$ cat config.mk
export PLATFORM = sky130hd
export DESIGN_NAME = vm_result_proc
export DESIGN_NICKNAME = d
export VERILOG_FILES = /design/src/rtl/vm_result_proc.sv
export SDC_FILE = /design/constraint.sdc
export NUM_CORES = 1
export LEC_CHECK = 0
export BUFFER_PORTS_ARGS = -buffer_cell sky130_fd_sc_hd__buf_2
export CAP_MARGIN = 30
export CELL_PAD_IN_SITES_DETAIL_PLACEMENT = 1
export CELL_PAD_IN_SITES_GLOBAL_PLACEMENT = 1
export CORE_UTILIZATION = 35
export DETAILED_ROUTE_END_ITERATION = 7
export GPL_TIMING_DRIVEN = 0
export PLACE_DENSITY = 0.64
export SYNTH_ARGS = -nofsm -noshare
export SYNTH_HDL_FRONTEND = slang
export SYNTH_SLANG_ARGS = --single-unit
$ cat constraint.sdc
create_clock -name mclk -period 7 [get_ports mclk]
set_clock_uncertainty 0.05 [all_clocks]
set_input_delay 1.4 -clock mclk [delete_from_list [all_inputs] [get_ports mclk]]
set_output_delay 1.4 -clock mclk [all_outputs]
set_load 0.01 [all_outputs]
$ cat src/rtl/vm_result_proc.sv
// Multislope ADC result processor: decodes runup/rundown fields, scales them to a signed
// reading, averages 2^AVG_LOG2 readings. Define VM_RANGE_CHECK_EN to reject out-of-range samples.
module vm_result_proc #(
  parameter int unsigned RUNUP_WEIGHT = 3200,
  parameter int unsigned AVG_LOG2     = 2
) (
  input  logic        mclk,
  input  logic        rst_n,
  input  logic        res_valid,
  input  logic [47:0] res_data,
  input  logic        clr,
  output logic        out_valid,
  input  logic        out_ready,
  output logic [31:0] out_data,
  output logic        ovf,
  output logic        err_range
);

  typedef enum logic [2:0] {
    S_IDLE,
    S_DECODE,
    S_MUL,
    S_ACC,
    S_OUT
  } state_t;

  localparam logic [4:0]  AVG_N    = 5'(1 << AVG_LOG2);
  localparam logic [29:0] WEIGHT   = 30'(RUNUP_WEIGHT);
  localparam logic [4:0]  MUL_LAST = 5'd16;

  state_t       state_q, state_d;
  logic [46:0]  data_q, data_d;
  logic [16:0]  mult_q, mult_d;
  logic         neg_q, neg_d;
  logic [29:0]  mcand_q, mcand_d;
  logic [29:0]  prod_q, prod_d;
  logic [4:0]   bit_q, bit_d;
  logic [35:0]  acc_q, acc_d;
  logic [4:0]   cnt_q, cnt_d;
  logic [31:0]  out_data_q, out_data_d;
  logic         ovf_q, ovf_d;

  logic [14:0]  runup_cnt, runup_set;
  logic         rundown_sign;
  logic [15:0]  rundown_cnt;

  assign runup_cnt    = data_q[46:32];
  assign rundown_sign = data_q[31];
  assign runup_set    = data_q[30:16];
  assign rundown_cnt  = data_q[15:0];

  // Balance is computed modulo 2^18; bit 17 is the sign.
  logic [17:0] balance, balance_neg;
  assign balance     = {2'b00, runup_cnt, 1'b0} - {3'b000, runup_set} - 18'd1;
  assign balance_neg = 18'd0 - balance;

  logic [35:0]        prod_ext, prod_signed, rundown_ext, reading, acc_sum;
  logic signed [35:0] acc_shift;
  logic [4:0]         cnt_inc;

  assign prod_ext    = {6'b0, prod_q};
  assign prod_signed = neg_q ? (36'd0 - prod_ext) : prod_ext;
  assign rundown_ext = {20'b0, rundown_cnt};
  assign reading     = rundown_sign ? (prod_signed - rundown_ext) : (prod_signed + rundown_ext);
  assign acc_sum     = acc_q + reading;
  assign acc_shift   = $signed(acc_sum) >>> AVG_LOG2;
  assign cnt_inc     = cnt_q + 5'd1;

`ifdef VM_RANGE_CHECK_EN
  logic reject;
  logic err_q, err_d;
  assign reject    = ({1'b0, runup_cnt} > ({1'b0, runup_set} + 16'd1)) || (runup_set == 15'h7FFF);
  assign err_range = err_q;
`else
  assign err_range = 1'b0;
`endif

  logic unused_bits;
  assign unused_bits = ^{res_data[47], balance_neg[17], acc_shift[35:32]};

  always_comb begin
    state_d    = state_q;
    data_d     = data_q;
    mult_d     = mult_q;
    neg_d      = neg_q;
    mcand_d    = mcand_q;
    prod_d     = prod_q;
    bit_d      = bit_q;
    acc_d      = acc_q;
    cnt_d      = cnt_q;
    out_data_d = out_data_q;
    ovf_d      = ovf_q;
`ifdef VM_RANGE_CHECK_EN
    err_d      = 1'b0;
`endif

    if (res_valid && (state_q != S_IDLE)) begin
      ovf_d = 1'b1;
    end

    case (state_q)
      S_IDLE: begin
        if (res_valid) begin
          data_d  = res_data[46:0];
          state_d = S_DECODE;
        end
      end
      S_DECODE: begin
        mult_d  = balance[17] ? balance_neg[16:0] : balance[16:0];
        neg_d   = balance[17];
        mcand_d = WEIGHT;
        prod_d  = '0;
        bit_d   = '0;
        state_d = S_MUL;
`ifdef VM_RANGE_CHECK_EN
        if (reject) begin
          err_d   = 1'b1;
          state_d = S_IDLE;
        end
`endif
      end
      S_MUL: begin
        // LSB-first shift-add: multiplier shifts right, multiplicand shifts left.
        if (mult_q[0]) begin
          prod_d = prod_q + mcand_q;
        end
        mult_d  = mult_q >> 1;
        mcand_d = mcand_q << 1;
        if (bit_q == MUL_LAST) begin
          state_d = S_ACC;
        end else begin
          bit_d = bit_q + 5'd1;
        end
      end
      S_ACC: begin
        if (cnt_inc == AVG_N) begin
          out_data_d = acc_shift[31:0];
          acc_d      = '0;
          cnt_d      = '0;
          state_d    = S_OUT;
        end else begin
          acc_d   = acc_sum;
          cnt_d   = cnt_inc;
          state_d = S_IDLE;
        end
      end
      S_OUT: begin
        if (out_ready) begin
          state_d = S_IDLE;
        end
      end
      default: state_d = S_IDLE;
    endcase

    // Clear overrides everything, including a sample arriving in the same cycle.
    if (clr) begin
      state_d = S_IDLE;
      acc_d   = '0;
      cnt_d   = '0;
      ovf_d   = 1'b0;
`ifdef VM_RANGE_CHECK_EN
      err_d   = 1'b0;
`endif
    end
  end

  always_ff @(posedge mclk or negedge rst_n) begin
    if (!rst_n) begin
      state_q    <= S_IDLE;
      data_q     <= '0;
      mult_q     <= '0;
      neg_q      <= 1'b0;
      mcand_q    <= '0;
      prod_q     <= '0;
      bit_q      <= '0;
      acc_q      <= '0;
      cnt_q      <= '0;
      out_data_q <= '0;
      ovf_q      <= 1'b0;
`ifdef VM_RANGE_CHECK_EN
      err_q      <= 1'b0;
`endif
    end else begin
      state_q    <= state_d;
      data_q     <= data_d;
      mult_q     <= mult_d;
      neg_q      <= neg_d;
      mcand_q    <= mcand_d;
      prod_q     <= prod_d;
      bit_q      <= bit_d;
      acc_q      <= acc_d;
      cnt_q      <= cnt_d;
      out_data_q <= out_data_d;
      ovf_q      <= ovf_d;
`ifdef VM_RANGE_CHECK_EN
      err_q      <= err_d;
`endif
    end
  end

  assign out_valid = (state_q == S_OUT);
  assign out_data  = out_data_q;
  assign ovf       = ovf_q;

endmodule

==> results.cfg <==
[routing]
drc_errors = 0
firstDrtPassIters = 5
drtIter0Drc = 520
viasPerCell = 5.42
vias = 11600
avgRoutedWirePerCell_um = 17.8
finalWirelength_um = 38100
antenna_left = 0

[job]
cap_violations = 0

[floorplanning]
die_area_um2 = 40900
die_w_um = 202
design.core.area_um2 = 39100
num_rows = 72
initial_core_util_pct = 35.9
io_pins = 88
fp.dieH_um = 202

[clock_tree]
cts_hold_buf = 0
post_cts_buffers = 0
cts_resized = 0
cts_tree = done
h-tree-depth = 4
clock_path_buffers = 2
clk_pin_slew_worst_paths_ns = 0.08
clock_latency_ns = 0.46
root_buffer = clkbuf_16
cts_sinks = 191
numCtsBuffers = 17

[sta]
fin_crit_sh_pct = 93.6
setup_violations = 0
rsz0062_at_grt = false
worst_slew_pin_slew_ns = 0.929
hold_violations = 0
tns_ns = 0
relSlewSlack_pct = 37.8
finalMaxSlewViolations = 0
clock.fmax_mhz = 153
final.min_clock_period_ns = 6.55

[global_routing]
grt_usage_pct = 19.5
antenna_found_initial = 0
grt_pass1_vias = 12200
met1_usage_pct = 26.6
met2_usage_pct = 32.1
top_usage_layer = met2
gr-usage-met3_pct = 2.56
overflow = 0
grt_first_pass_wirelength_um = 64300
grt_max_degree = 109

[power_and_ir_drop]
p_seq_share_pct = 22.5
p_leak_nw = 7.52
combPwrFrac_pct = 59.9
switching_share_pct = 45.3
power_switching_w = 0.00282
p_per_area_nw_per_um2 = 393
p_int_w = 0.00341
pwr-share-clk_pct = 17.6
finalPower_w = 0.00623
ir_worst_vdd_mv = 0.224

[setup_path]
critPathKind = flip-flop to flip-flop
crit_start = data_q[3]
r2r_setup_slack_ns = 0.45
startpoint_type = flip-flop
crit_fanout = 10
r2r_start = data_q[3]
cp_data_arrival_time_ns = 6.85
critPathCaptureType = flip-flop
cp.required_ns = 7.29

[run_status]
status = complete, no violations

[synthesis]
avgSynthCellArea_um2 = 9.33
ys_types = 95
synth_warnings = 0
syn_inst = 1504
netlist_area_um2 = 14000
ys_seq_area_share_pct = 34.1
synth_edf_count = 0
async_flop_share_pct = 100
synthFlopType = dfrtp_1
ys_ff_latch = 191

[placement]
gp_congestion = 0.830
io_buffers = 84
place_hpwl_um = 29800
place_inst = 2115

[cells_and_area]
drive_above_1_share_pct = 13.2
layout.cells.non_filler = 2147
final_nets = 1785
register_area_um2 = 4780
fillers = 4563
multi_input_area_um2 = 8840
syn_to_final_growth_pct = 12.9
n_antenna_cell = 0

[worst_hold_path]
hp-start = ovf
worstHoldPathType = flip-flop to flip-flop
power by group through the flow:
| stage | clock (W) | combinational [W] | sequential, W |
|---|---|---|---|
| after floorplan | 0 | 0.00293 | 0.00137 |
| after global placement | 0 | 0.00362 | 0.00141 |
| after detailed placement | 0 | 0.00371 | 0.00142 |
| after CTS | 0.00113 | 0.00374 | 0.00140 |
| after global routing | 0.00117 | 0.00420 | 0.00142 |
| final | 0.00110 | 0.00374 | 0.00140 |
cells in the mapped netlist (15+ instances only):
master | instances | area [um2]
nand2_1 | 91 | 342
xor2_1 | 50 | 438
clkbuf_1 | 52 | 195
a21oi_1 | 97 | 485
nand3_1 | 43 | 215
a21o_1 | 65 | 488
xnor2_1 | 106 | 928
nor3_1 | 28 | 140
mux2_2 | 57 | 642
nor2_1 | 93 | 349
nor2b_1 | 18 | 113
a22o_1 | 52 | 455
dfrtp_1 | 191 | 4780
a22oi_1 | 16 | 120
o21ai_0 | 75 | 375
o21a_1 | 15 | 113
ha_1 | 111 | 1390
o21ai_1 | 39 | 195
inv_1 | 55 | 206
worst max-delay path, cell delays in order (launching register included):
cell and delay (ns):
dfrtp_1 0.42, nor2_1 0.18, nor4b_2 0.35, and3b_1 0.29, clkbuf_2 0.26, a31oi_1 0.14
xnor2_1 0.15, ha_1 0.37, and3_1 0.23, and3_1 0.17, a32oi_1 0.26, a31oi_1 0.23
a21o_1 0.22, a21oi_1 0.17, xnor2_1 0.16, ha_1 0.32, and3_1 0.23, a221oi_1 0.33
o21ai_1 0.19, a21oi_1 0.22, o21ai_1 0.10, a21oi_2 0.19, a21oi_2 0.12, a2111oi_1 0.48
nor4_2 0.12, xor2_1 0.19, mux2_2 0.27
worst paths after layout:
kind,end,cells past startpoint
min reg2reg,ovf,2
min in group asynchronous,data_q[46],1
max in group asynchronous,acc_q[26],2
max reg2reg,out_data[31],26
min,ovf,2
max,out_data[31],26
flip-flops by register name (all words and copies together), names as in the netlist:
register  cells
acc_q        34
bit_q         5
cnt_q         5
data_q       47
mcand_q      23
mult_q       17
neg_q         1
out_data     32
ovf           1
prod_q       23
state_q       3
area by class of cell:
cell class | instances | share of cell area [%]
Clock buffer | 19 | 2.80
Sequential cell | 191 | 30.2
Clock inverter | 13 | 1.25
Inverter | 57 | 1.35
Tap cell | 518 | 4.09
Timing Repair Buffer | 86 | 2.94
Buffer | 60 | 1.63
Multi-Input combinational cell | 1203 | 55.8
metrics by stage:
stage | area, um2 | util, % | hold WS, ns | worst slack, ns
floorplan | 14100 | - | 0.406 | 1.24
global placement | 15100 | 38.7 | 0.419 | 0.242
detailed placement | 15200 | 38.8 | 0.432 | 0.0814
CTS | 15800 | 40.5 | 0.451 | 0.0449
global route | 15800 | 40.5 | 0.476 | 0.0299
finish | 15800 | 40.5 | 0.445 | 0.449
cell usage in the layout, fill, tap and decap left out, drive strengths merged, types with 52 or more instances in the layout:
| cell type | n |
|---|---|
| xnor2 | 107 |
| nor2 | 93 |
| inv | 64 |
| ha | 111 |
| a22o | 52 |
| dfrtp | 191 |
| o21ai | 114 |
| mux2 | 58 |
| a21o | 65 |
| a21oi | 103 |
| clkbuf | 73 |
| nand2 | 91 |
| buf | 92 |
cell families after synthesis:
| family | after synthesis | share of synthesized area [%] |
|---|---|---|
| adders and majority gates | 116 | 10.6 |
| xor gates and xnor gates | 157 | 9.85 |
| and+or+nand+nor | 379 | 13.9 |
| other | 1 | 0.0267 |
| DFF | 191 | 34.1 |
| AOI/OAI and AO/OA | 479 | 23.1 |
| muxes | 64 | 5.08 |
| buffers and inverters | 117 | 3.34 |
layer usage:
layer / routed length (um) / vias to the layer above
li1: - / 5743
met4: 744 / 0
met1: 19000 / 5743
met5: 0 / -
met3: 668 / 37
met2: 17700 / 106
No activity file was read; power rests on OpenSTA's default activity.
